## src/rtl/ecc_scalar_mult_ctrl.sv

```systemverilog
// Left-to-right double-and-add sequencer for projective scalar multiplication R = k*P.
// Define ECC_CTRL_CONST_TIME_EN to follow every post-leading-one doubling with an add (dummy for zero bits).
module ecc_scalar_mult_ctrl #(
   parameter int W      = 4,
   parameter int K      = 4,
   parameter int OP_LAT = 1
) (
   input  logic         clk,
   input  logic         rst_n,
   input  logic         start,
   input  logic [K-1:0] k,
   input  logic [W-1:0] px,
   input  logic [W-1:0] py,
   input  logic [W-1:0] pz,
   output logic         busy,
   output logic         done,
   output logic         inf,
   output logic [W-1:0] rx,
   output logic [W-1:0] ry,
   output logic [W-1:0] rz,
   output logic         op_valid,
   output logic         op_dbl,
   output logic [W-1:0] op_x0,
   output logic [W-1:0] op_y0,
   output logic [W-1:0] op_z0,
   output logic [W-1:0] op_x1,
   output logic [W-1:0] op_y1,
   output logic [W-1:0] op_z1,
   input  logic [W-1:0] op_x2,
   input  logic [W-1:0] op_y2,
   input  logic [W-1:0] op_z2
);

   localparam int CW = $clog2(OP_LAT) + 1;
   localparam int IW = (K > 1) ? $clog2(K) : 1;

   typedef enum logic [2:0] {IDLE, SCAN, DBL, ADD, DONE} state_t;

   state_t         state, state_nxt;
   logic [IW-1:0]  idx, idx_nxt;
   logic [CW-1:0]  cnt, cnt_nxt;
   logic [K-1:0]   k_q;
   logic [W-1:0]   p_x, p_y, p_z;
   logic [W-1:0]   r_x, r_y, r_z;
   logic [W-1:0]   r_x_nxt, r_y_nxt, r_z_nxt;
   logic [W-1:0]   h_x0, h_y0, h_z0, h_x1, h_y1, h_z1;
   logic [W-1:0]   o_x1, o_y1, o_z1;
   logic [W-1:0]   res_x, res_y, res_z;
   logic           inf_q, inf_nxt;
   logic           op_last, bit_cur, idx_zero;

   assign op_last  = (cnt == CW'(OP_LAT - 1));
   assign bit_cur  = k_q[idx];
   assign idx_zero = (idx == '0);

   // NOTE: every signal driven here gets a default first so no path can infer a latch.
   always_comb begin
      state_nxt = state;
      idx_nxt   = idx;
      cnt_nxt   = cnt;
      r_x_nxt   = r_x;
      r_y_nxt   = r_y;
      r_z_nxt   = r_z;
      inf_nxt   = inf_q;
      unique case (state)
         IDLE: begin
            if (start) begin
               state_nxt = SCAN;
               idx_nxt   = IW'(K - 1);
               inf_nxt   = 1'b0;
            end
         end
         SCAN: begin
            cnt_nxt = '0;
            if (bit_cur) begin
               r_x_nxt = p_x;
               r_y_nxt = p_y;
               r_z_nxt = p_z;
               if (idx_zero) state_nxt = DONE;
               else begin
                  idx_nxt   = idx - 1'b1;
                  state_nxt = DBL;
               end
            end else if (idx_zero) begin
               r_x_nxt   = '0;
               r_y_nxt   = W'(1);
               r_z_nxt   = '0;
               inf_nxt   = 1'b1;
               state_nxt = DONE;
            end else begin
               idx_nxt = idx - 1'b1;
            end
         end
         DBL: begin
            if (op_last) begin
               cnt_nxt = '0;
               r_x_nxt = op_x2;
               r_y_nxt = op_y2;
               r_z_nxt = op_z2;
`ifdef ECC_CTRL_CONST_TIME_EN
               state_nxt = ADD;
`else
               if (bit_cur) state_nxt = ADD;
               else if (idx_zero) state_nxt = DONE;
               else idx_nxt = idx - 1'b1;
`endif
            end else begin
               cnt_nxt = cnt + 1'b1;
            end
         end
         ADD: begin
            if (op_last) begin
               cnt_nxt = '0;
`ifdef ECC_CTRL_CONST_TIME_EN
               // A zero bit makes this a dummy add: the sum is presented but dropped.
               if (bit_cur) begin
`else
               begin
`endif
                  r_x_nxt = op_x2;
                  r_y_nxt = op_y2;
                  r_z_nxt = op_z2;
               end
               if (idx_zero) state_nxt = DONE;
               else begin
                  idx_nxt   = idx - 1'b1;
                  state_nxt = DBL;
               end
            end else begin
               cnt_nxt = cnt + 1'b1;
            end
         end
         DONE:    state_nxt = IDLE;
         default: state_nxt = IDLE;
      endcase
   end

   assign busy     = (state != IDLE);
   assign done     = (state == DONE);
   assign op_valid = (state == DBL) || (state == ADD);
   assign op_dbl   = (state == DBL);
   assign o_x1     = op_dbl ? r_x : p_x;
   assign o_y1     = op_dbl ? r_y : p_y;
   assign o_z1     = op_dbl ? r_z : p_z;
   // Operands follow R live during an op and fall back to the last presented values otherwise.
   assign op_x0    = op_valid ? r_x  : h_x0;
   assign op_y0    = op_valid ? r_y  : h_y0;
   assign op_z0    = op_valid ? r_z  : h_z0;
   assign op_x1    = op_valid ? o_x1 : h_x1;
   assign op_y1    = op_valid ? o_y1 : h_y1;
   assign op_z1    = op_valid ? o_z1 : h_z1;
   assign rx       = res_x;
   assign ry       = res_y;
   assign rz       = res_z;
   assign inf      = inf_q;

   always_ff @(posedge clk or negedge rst_n) begin
      if (!rst_n) begin
         state <= IDLE;
         idx   <= '0;
         cnt   <= '0;
         k_q   <= '0;
         {p_x, p_y, p_z}    <= '0;
         {r_x, r_y, r_z}    <= '0;
         {h_x0, h_y0, h_z0} <= '0;
         {h_x1, h_y1, h_z1} <= '0;
         {res_x, res_y, res_z} <= '0;
         inf_q <= 1'b0;
      end else begin
         state <= state_nxt;
         idx   <= idx_nxt;
         cnt   <= cnt_nxt;
         r_x   <= r_x_nxt;
         r_y   <= r_y_nxt;
         r_z   <= r_z_nxt;
         inf_q <= inf_nxt;
         if (state == IDLE && start) begin
            k_q <= k;
            p_x <= px;
            p_y <= py;
            p_z <= pz;
         end
         if (op_valid) begin
            {h_x0, h_y0, h_z0} <= {r_x, r_y, r_z};
            {h_x1, h_y1, h_z1} <= {o_x1, o_y1, o_z1};
         end
         if (state_nxt == DONE && state != DONE) begin
            res_x <= r_x_nxt;
            res_y <= r_y_nxt;
            res_z <= r_z_nxt;
         end
      end
   end

endmodule

```

## config.mk

```make
export PLATFORM = sky130hd
export DESIGN_NAME = ecc_scalar_mult_ctrl
export DESIGN_NICKNAME = d
export VERILOG_FILES = /design/src/rtl/ecc_scalar_mult_ctrl.sv
export SDC_FILE = /design/constraint.sdc
export NUM_CORES = 1
export LEC_CHECK = 0
export BUFFER_PORTS_ARGS = -buffer_cell sky130_fd_sc_hd__buf_2
export CORE_MARGIN = 2
export CORE_UTILIZATION = 57
export CTS_BUF_LIST = sky130_fd_sc_hd__clkbuf_16
export DETAILED_ROUTE_END_ITERATION = 10
export PLACE_DENSITY = 0.84
export SLEW_MARGIN = 30
export SYNTH_ARGS = -nofsm -noshare
export SYNTH_HDL_FRONTEND = slang
export SYNTH_SLANG_ARGS = --single-unit
```

## constraint.sdc

```tcl
create_clock -name clk -period 3.5 [get_ports clk]
set_clock_uncertainty 0.15 [all_clocks]
set_input_delay 0.7 -clock clk [delete_from_list [all_inputs] [get_ports clk]]
set_output_delay 0.7 -clock clk [all_outputs]
set_load 0.02 [all_outputs]
```

==> results.md, run 1 <==
- Synth-to-layout area growth: 22.58%
- Reg power frac: 0.347
- Core Footprint: 0.005075 mm2
- Gate power share: 0.478
- Vias: 2260
- Initial DRC Count: 145
- Starting Density: 0.5853
- Max cap viols: 0
- CP Max Fanout: 25
- Cell area after synthesis: 0.002970 mm2
- First-pass GRT wire length: 10850 um
- DR vias/cell: 5.433
- #FFs+latches synth: 70
- CP Cell Sequence: nand2b_1 -> inv_1 -> nand2_1 -> nand2_1 -> buf_2
- Clock Tree Buf Depth: 2
- RePlAce Congestion: 0.8260
- Crit path kind: reg2out
- Async set-or-reset flop fraction in the synthesized netlist: 1.000
- FF-to-FF setup slack: 1.13 ns
- Chip height: 76.19 um
- Worst r2r path cells: 4
- Dominant synthesized flop cell: dfrtp_1
- Reg-to-Reg Start: state[0]
- Tot GR Track Use: 0.2415
- Buf/Inv on CP: 2
- Critical path's top delay family: buffers and inverters
- Cells after Synth: 270
- WL/cell: 15.71 um
- HPWL after DPL: 4314 um
- Slowest stage delay, CP: 0.62 ns
- P_sw: 0.001983 W
- PostCTS Resize Cnt: 0
- # clock sinks: 70
- Clock Power Share: 0.174
- Routed Antenna Nets: 0
- CP dominant cell by count: nand2_1
- Filler Cell Count: 364
- Pwr Total: 0.004461 W
- Design area: 0.003641 mm2
- Clock transition at path regs: 0.05 ns
- Worst reg2reg endpoint: ry[0]
- Initial antenna violation count: 0
- Tightest Pin Transition: 0.9448 ns
- Internal power: 0.002477 W
- Rel. slew slack: 0.3691
- EDFF count, synth: 0
- Synthesized net count: 302
- Row count: 26
- DRT Pass-1 Iters: 4
- Top-Level Pins: 72
- CP Capture Type: output pin
- Clock Tree Root: clkbuf_16
- Antenna Cells: 0
- Final setup violation count: 0
- Final Cycle Share: 0.8454
- P per Cell Area: 1225 mW/mm2
- Number of post-CTS setup repair buffers: 0
- LEAKAGE: 1.784 nW
- Hold buffer count at cts: 0
- Most frequent cells in the layout: 71 x nand2_1, 70 x buf_2, 69 x dfrtp_1
- Unrepaired setup endpoints after global routing: no
- HP Class: in2async
- Drt drc: 0
- Port Buffers: 71
- Cell Area, Placed: 0.003371 mm2
- Fmax: 338.0 MHz
- Largest net degree at the start of global routing: 40
- Post-synthesis sequential area ratio: 0.5897
- Layout cells sized above 1: 0.3468
- CP max stage cell: inv_1
- CTS H-tree depth: 3
- CTS tree: built
- Total Neg Setup Slack: 0 ns
- Die Span X: 76.19 um
- Crit path arrival time: 2.11 ns
- Most common cell after layout, fill and taps aside: nand2_1
- Final net count: 374
- Grt ovf: 0
- Vias in the first global route: 2276
- TritonCTS buffer count: 9
- Fin. Hold Viols: 0
- Cell variety after synth: 35
- Sw Share: 0.4446
- Die Area: 0.005805 mm2
- Worst-skew pair later-pin latency: 0.32 ns
- Synthesis Warnings: 0
- Status: finished clean
- Hold slack: 0.1891 ns
- Setup crit start kind: flop
- Max VDD drop: 0.7193 mV
- Worst endpoint required time: 2.65 ns
- Syn Area/Cell: 11.00 um2
- Final min period: 2.959 ns
- Final core utilization: 0.7175
- Drt total wl: 6537 um
- Fin. max-slew vios: 0
## cell usage after synthesis (2+ instances only)
master	n	area [um2]
nand2b_1	3	18.77
nor2b_1	2	12.51
dfrtp_1	70	1752
inv_1	7	26.28
buf_6	2	22.52
nor3b_1	2	15.01
a22oi_1	11	82.58
a21oi_2	8	70.07
mux2_1	2	22.52
nor2_1	15	56.30
a21oi_1	7	35.03
nand2_1	71	266.5
mux2i_1	12	120.1
buf_2	7	35.03
clkbuf_1	4	15.01
buf_1	2	7.510
mux2_2	15	168.9
o21ai_0	13	65.06
## power groups by stage
stage / Clock [W] / Sequential, W / Combinational, W
after floorplan: 0 / 0.00151 / 0.00152
after global placement: 0 / 0.00153 / 0.00206
after detailed placement: 0 / 0.00155 / 0.00211
after CTS: 0.000788 / 0.00154 / 0.00214
after global routing: 0.000828 / 0.00160 / 0.00233
final: 0.000777 / 0.00155 / 0.00213
## routing by layer
metal / vias up / routed length, um / global-route usage
met5: - / 0 / 0
met4: 0 / 148 / 0.1055
met3: 13 / 341 / 0.05569
met2: 68 / 3178 / 0.3839
met1: 1123 / 2869 / 0.3222
li1: 1056 / - / -
## state kept, by name (all words and copies together), names as in the netlist, 2 cells and up
name / flops
r_z: 4
r_y: 4
p_x: 4
h_z1: 4
state: 3
h_y1: 4
ry: 4
p_y: 4
rz: 4
idx: 2
h_y0: 4
h_x1: 4
r_x: 4
p_z: 4
rx: 4
h_z0: 4
h_x0: 4
k_q: 4
## worst max-delay path by stage
| stage | depth (start not counted) | from | to | slack [ns] |
|---|---|---|---|---|
| floorplan | 7 | state[2] | op_x0[0] | 0.89 |
| global placement | 4 | state[0] | ry[0] | 0.93 |
| detailed placement | 3 | idx[0] | ry[0] | 0.85 |
| CTS | 5 | state[2] | op_y0[3] | 0.55 |
| global route | 5 | state[2] | op_z0[3] | 0.34 |
| finish | 5 | state[2] | op_y0[3] | 0.54 |
## stage by stage
stage,setup WS (ns),instances
2_1_floorplan,0.8907,270
3_3_place_gp,0.9267,400
6_report,0.5410,416
4_1_cts,0.5496,415
5_1_grt,0.3360,416
3_5_place_dp,0.8470,400
## area by class of cell
type / count / area, um2 / share of cell area
Clock buffer: 9 / 225.2 / 0.06186
Clock inverter: 6 / 30.03 / 0.008247
Inverter: 7 / 26.28 / 0.007216
Multi-Input combinational cell: 178 / 1120 / 0.3076
Sequential cell: 70 / 1753 / 0.4814
Tap cell: 70 / 87.58 / 0.02405
Timing Repair Buffer: 76 / 399.1 / 0.1096
## kinds of logic after synthesis
logic type / after synthesis / share of synthesized area
muxes: 30 / 0.1125
AOI/OAI and AO/OA: 46 / 0.1104
DFF: 70 / 0.5897
buffers and inverters: 22 / 0.03580
and+or+nand+nor: 101 / 0.1474
adders and majority gates: 1 / 0.004212
## worst reg2reg max path: cells and delay by family, from the launching register on
| kind | cells | cell delay [ns] |
|---|---|---|
| AO/OA/AOI/OAI | 1 | 0.17 |
| flip-flops | 1 | 0.73 |
| multiplexers | 1 | 0.28 |
| AND/OR/NAND/NOR | 2 | 0.91 |
(Power assumes the default switching activity.)
==> run 2, diff against run 1 <==
--- a/config.mk
+++ b/config.mk
@@ -5,12 +5,13 @@
 export SDC_FILE = /design/constraint.sdc
 export NUM_CORES = 1
 export LEC_CHECK = 0
+export ABC_AREA = 1
 export BUFFER_PORTS_ARGS = -buffer_cell sky130_fd_sc_hd__buf_2
 export CORE_MARGIN = 2
-export CORE_UTILIZATION = 57
+export CORE_UTILIZATION = 53
 export CTS_BUF_LIST = sky130_fd_sc_hd__clkbuf_16
 export DETAILED_ROUTE_END_ITERATION = 10
-export PLACE_DENSITY = 0.84
+export PLACE_DENSITY = 0.79
 export SLEW_MARGIN = 30
 export SYNTH_ARGS = -nofsm -noshare
 export SYNTH_HDL_FRONTEND = slang
==> constraint.sdc (replaced) <==
create_clock -name clk -period 2.9 [get_ports clk]
set_clock_uncertainty 0.15 [all_clocks]
set_input_delay 0.58 -clock clk [delete_from_list [all_inputs] [get_ports clk]]
set_output_delay 0.58 -clock clk [all_outputs]
set_load 0.02 [all_outputs]
==> run 2 against run 1 <==
Against the previous run:
- synthesized area is 5.6% higher
- final area is 5.0% higher
- synthesized cell count is 44% higher
- clock-buffer cell count stayed put
- non-clock buffer count is 1 lower
- die area is 13% higher
- critical path depth is 1 higher
- core utilization is 6.0 points lower
- critical endpoint is now op_z1[3]
==> results.md, run 2 <==
- CP max stage cell: dfrtp_1
- Vias in the first global route: 2580
- Synthesis Warnings: 0
- Hold buffer count at cts: 0
- Worst-skew pair later-pin latency: 0.33 ns
- Rel. slew slack: 0.5610
- Vias: 2708
- CTS tree: built
- Grt ovf: 0
- Cell area after synthesis: 0.003137 mm2
- Max VDD drop: 0.5900 mV
- Die Span X: 80.93 um
- Initial antenna violation count: 0
- WL/cell: 13.89 um
- Syn Area/Cell: 8.084 um2
- DR vias/cell: 5.052
- Chip height: 80.93 um
- Cell variety after synth: 22
- Routed Antenna Nets: 0
- Final core utilization: 0.6573
- Clock transition at path regs: 0.05 ns
- Most frequent cells in the layout: 169 x nand2_1, 71 x buf_2, 70 x dfrtp_1
- Starting Density: 0.5394
- Final setup violation count: 0
- Buf/Inv on CP: 3
- Final min period: 2.647 ns
- Design area: 0.003822 mm2
- Fin. max-slew vios: 0
- FF-to-FF setup slack: 0.60 ns
- Slowest stage delay, CP: 0.42 ns
- #FFs+latches synth: 70
- Setup crit start kind: flop
- Most common cell after layout, fill and taps aside: nand2_1
- Async set-or-reset flop fraction in the synthesized netlist: 1.000
- Largest cells by area after synthesis: dfrtp_1 56%, nand2_1 20%, nand3_1 5.4%
- Cells after Synth: 388
- RePlAce Congestion: 0.8912
- Final net count: 489
- Clock Tree Root: clkbuf_16
- TritonCTS buffer count: 9
- CP Cell Sequence: nor2_4 -> inv_2 -> nor2_2 -> inv_1 -> o211ai_1 -> buf_2
- Synth-to-layout area growth: 21.86%
- Row count: 28
- CP Capture Type: output pin
- Drt total wl: 7446 um
- Worst endpoint required time: 2.17 ns
- Tightest Pin Transition: 0.6578 ns
- Yosys top cell area share: 0.5584
- HPWL after DPL: 5304 um
- P per Cell Area: 1421 mW/mm2
- Tot GR Track Use: 0.2434
- Drt drc: 0
- HP Class: in2async
- Layout cells sized above 1: 0.2148
- Reg area: 0.001752 mm2
- Most common cell in the netlist: nand2_1
- Number of post-CTS setup repair buffers: 0
- Critical path's top delay family: buffers and inverters
- Antenna Cells: 0
- Filler Cell Count: 491
- Crit path kind: reg2out
- Synthesized net count: 420
- PostCTS Resize Cnt: 0
- Final Cycle Share: 0.9128
- Dominant synthesized flop cell: dfrtp_1
- PnR worst setup slack: 0.2530 ns
- Unrepaired setup endpoints after global routing: no
- Fin. Hold Viols: 0
- Clock Tree Buf Depth: 2
- Post-synth top area cell: dfrtp_1
- Max cap viols: 0
- Port Buffers: 71
- Largest net degree at the start of global routing: 49
- First-pass GRT wire length: 11920 um
- Crit path arrival time: 1.92 ns
- Status: finished clean
- Most frequent cells after synthesis: 169 x nand2_1, 70 x dfrtp_1, 34 x nand3_1, 28 x inv_1, 22 x nor2_1
- CTS H-tree depth: 3
- DP Worst Slack: 0.6237 ns
- Core Footprint: 0.005816 mm2
- # clock sinks: 70
- Post-synthesis sequential area ratio: 0.5584
- Initial DRC Count: 229
- Die Area: 0.006550 mm2
- EDFF count, synth: 0
- Cell Area, Placed: 0.003542 mm2
- LEAKAGE: 2.115 nW
- DRT Pass-1 Iters: 4
- Top-Level Pins: 72
- Total Neg Setup Slack: 0 ns
- CP Max Fanout: 8
- Fmax: 377.8 MHz
- Multi-input gate area: 0.001182 mm2
run 2: changes by cell type after synthesis, moves of 5 or more:
cell / before / now
nor2_1: 15 / 22
inv_1: 7 / 28
a22oi_1: 11 / 1
mux2_2: 15 / 0
mux2i_1: 12 / 0
a21oi_2: 8 / 0
o211ai_1: 0 / 11
nand2_1: 71 / 169
nand3_1: 1 / 34
a21oi_1: 7 / 2
buf_2: 7 / 12
run 2: metal layers:
metal / wire length, um / vias to the layer above / share of wire / global-route usage
li1: - / 1364 / - / -
met3: 477 / 11 / 0.064 / 0.04889
met4: 130 / 0 / 0.017 / 0.1373
met5: 0 / - / 0 / 0
met1: 3430 / 1238 / 0.46 / 0.3316
met2: 3408 / 95 / 0.46 / 0.3645
run 2: final cells by class:
| class | instances | share of cell area |
|---|---|---|
| clock buffer | 9 | 0.05892 |
| clock inverter | 6 | 0.01440 |
| inverter | 31 | 0.03044 |
| multi-input combinational | 270 | 0.3093 |
| sequential | 70 | 0.4583 |
| tap | 75 | 0.02455 |
| timing repair buffer | 75 | 0.1041 |
run 2: final timing paths:
check / endpoint / depth (start not counted) / from
hold / removal: rz[0] / 1 / rst_n
setup / recovery: op_z1[3] / 6 / state[2]
setup reg to reg: rx[1] / 8 / idx[0]
max in group asynchronous: h_z0[2] / 2 / rst_n
hold reg to reg: h_z0[1] / 2 / h_z0[1]
min in group clk: p_y[1] / 3 / py[1]
run 2: worst reg2reg max path, stage by stage (launching register included):
cell and delay, ns:
dfrtp_1 0.40, inv_2 0.10, nand2_1 0.08, nand3_2 0.21, nand2_2 0.22, o21ai_2 0.52, nand2_2 0.30, nand2_1 0.15
nand2_1 0.06
run 2: per-stage QoR:
stage / total power (W) / instances / hold WS [ns]
5_1_grt: 0.005854 / 536 / 0.1265
3_5_place_dp: 0.004395 / 521 / 0.3035
2_1_floorplan: 0.003619 / 388 / 0.1344
6_report: 0.005432 / 536 / 0.07565
3_3_place_gp: 0.004334 / 521 / 0.3007
4_1_cts: 0.005444 / 536 / 0.08750
run 2: cells by family (layout without fill, tap and decap cells):
logic type,after synthesis,count (layout),synth area share
AOI/OAI and AO/OA,32,32,0.06223
and+or+nand+nor,237,237,0.3107
DFF,70,70,0.5584
adders and majority gates,1,1,0.003988
buffers and inverters,48,121,0.06462
run 2: power breakdown:
group          switching, W  internal (W)  leakage [nW]
registers          0.000252       0.00144         0.881
clock network      0.000374      0.000650         0.142
logic               0.00190      0.000811          1.09
total               0.00253       0.00290          2.12
==> run 3, diff against run 2 <==
--- a/config.mk
+++ b/config.mk
@@ -7,11 +7,10 @@
 export LEC_CHECK = 0
 export ABC_AREA = 1
 export BUFFER_PORTS_ARGS = -buffer_cell sky130_fd_sc_hd__buf_2
-export CORE_MARGIN = 2
-export CORE_UTILIZATION = 53
+export CORE_UTILIZATION = 58
 export CTS_BUF_LIST = sky130_fd_sc_hd__clkbuf_16
 export DETAILED_ROUTE_END_ITERATION = 10
-export PLACE_DENSITY = 0.79
+export PLACE_DENSITY = 0.85
 export SLEW_MARGIN = 30
 export SYNTH_ARGS = -nofsm -noshare
 export SYNTH_HDL_FRONTEND = slang
==> constraint.sdc (replaced) <==
create_clock -name clk -period 3.1 [get_ports clk]
set_clock_uncertainty 0.15 [all_clocks]
set_input_delay 0.62 -clock clk [delete_from_list [all_inputs] [get_ports clk]]
set_output_delay 0.62 -clock clk [all_outputs]
set_load 0.02 [all_outputs]
==> run 3 against run 2 <==
Against the previous run:
- clock-buffer cell count stayed put
- non-clock buffer count increased by 3
- power shrank 2.1%
- global-route usage is 5.6 points higher
- final cell count decreased by 0.19%
- critical endpoint is now op_y1[1]
- largest power group unchanged
- sequential share of layout area decreased by 0.56 points
- die area decreased by 13%
- clock power grew 8%
- sequential power shrank 5%
==> results.md, run 3 (synthesis gave the netlist of run 2 again) <==
- Final min period: 2.709 ns
- HPWL after DPL: 5437 um
- Met2 wire length: 3690 um
- Row count: 26
- Most common cell after layout, fill and taps aside: nand2_1
- Final setup violation count: 0
- Total Neg Setup Slack: 0 ns
- Vias in the first global route: 2620
- PostCTS Resize Cnt: 0
- PnR worst setup slack: 0.3907 ns
- Antenna Cells: 0
- Tot GR Track Use: 0.2995
- Fin. max-slew vios: 0
- Status: finished clean
- Max VDD drop: 0.6952 mV
- DR vias/cell: 5.449
- Max cap viols: 0
- Wire length on met1: 3470 um
- Drt total wl: 8018 um
- Starting Density: 0.6064
- Vias: 2915
- Port Buffers: 71
- Crit path kind: reg2out
- Final Cycle Share: 0.8740
- RePlAce Congestion: 0.8432
- Core Footprint: 0.005172 mm2
- TritonCTS buffer count: 9
- Slowest stage delay, CP: 0.43 ns
- Die Span X: 75.54 um
- Buf/Inv on CP: 3
- Grt ovf: 0
- Synth-to-layout area growth: 23.37%
- Final net count: 492
- HP Class: in2async
- CP Capture Type: output pin
- Clock Tree Buf Depth: 2
- First-pass GRT wire length: 12400 um
- Initial DRC Count: 337
- Routed Antenna Nets: 0
- Unrepaired setup endpoints after global routing: no
- Die Area: 0.005706 mm2
- DRT Pass-1 Iters: 5
- Setup crit start kind: flop
- CP Cell Sequence: nor2_4 -> inv_2 -> nor2_2 -> inv_1 -> o211ai_1 -> buf_2
- Crit path arrival time: 1.94 ns
- DP Worst Slack: 0.5301 ns
- Worst-skew pair later-pin latency: 0.33 ns
- CTS tree: built
- Critical path's top delay family: buffers and inverters
- LEAKAGE: 2.127 nW
- Hold buffer count at cts: 0
- CP max stage cell: dfrtp_1
- Rel. slew slack: 0.5775
- Chip height: 75.54 um
- Clock transition at path regs: 0.06 ns
- Fmax: 369.1 MHz
- # clock sinks: 70
- Fin. Hold Viols: 0
- Tightest Pin Transition: 0.6337 ns
- Largest net degree at the start of global routing: 40
- Final core utilization: 0.7482
- Layout cells sized above 1: 0.2280
- Top-Level Pins: 72
- Drt drc: 0
- Uppermost layer routed: met4
- CP Max Fanout: 8
- CTS H-tree depth: 3
- Met3 WL: 714 um
- Initial antenna violation count: 0
- P per Cell Area: 1374 mW/mm2
- Worst endpoint required time: 2.33 ns
- Most frequent cells in the layout: 169 x nand2_1, 71 x buf_2, 70 x dfrtp_1
- Clock Tree Root: clkbuf_16
- Number of post-CTS setup repair buffers: 0
- WL/cell: 14.99 um
run 3: cell types whose count changed in the layout (fill, tap and decap cells not counted), sizes merged:
cell,delta
clkinvlp,+4
buf,+3
inv,-1
bufinv,+1
clkinv,-3
run 3: power by group:
| group | internal, W | total (W) | leakage (nW) | switching (W) |
|---|---|---|---|---|
| registers | 0.00135 | 0.00160 | 0.881 | 0.000252 |
| logic | 0.000778 | 0.00262 | 1.10 | 0.00184 |
| clock network | 0.000705 | 0.00110 | 0.144 | 0.000394 |
run 3: final cells by class:
class	count	area [um2]
Clock inverter	7	98.84
Tap cell	70	87.58
Inverter	31	116.4
Clock buffer	9	225.2
Sequential cell	70	1752
Timing Repair Buffer	78	407.9
Fill cell	366	1303
Multi-Input combinational cell	270	1182
run 3: worst reg2reg max path: cells and delay by family, from the launching register on:
kind | cells | cell delay (ns)
fa+ha+maj | 1 | 0.52
compound gates | 1 | 0.08
buf+inv | 3 | 0.48
simple gates | 4 | 0.56
flops | 1 | 0.39
run 3: worst paths after layout:
kind / startpoint / end / slack (ns) / cells after the start
max: state[2] / op_y1[1] / 0.39 / 6
min: rst_n / rz[3] / 0.16 / 1
max reg2reg: idx[1] / ry[0] / 0.86 / 9
min in group clk: h_z0[1] / h_z0[1] / 0.33 / 2
max in group asynchronous: rst_n / h_y0[2] / 1.87 / 2
min reg2reg: h_z0[1] / h_z0[1] / 0.33 / 2
run 3: per-layer routing:
| metal | GRT usage | vias up |
|---|---|---|
| li1 | - | 1370 |
| met1 | 0.4021 | 1353 |
| met2 | 0.4623 | 176 |
| met3 | 0.06746 | 16 |
| met4 | 0.1481 | 0 |
| met5 | 0 | - |
run 3: metrics by stage:
step	cells	instance area, um2	hold slack, ns	total power [W]
after floorplan	388	3137	0.1744	0.003386
after global placement	516	3523	0.3067	0.004028
after detailed placement	516	3523	0.3077	0.004112
after CTS	532	3847	0.1746	0.005248
after global routing	535	3870	0.2054	0.005697
final	535	3870	0.1645	0.005317
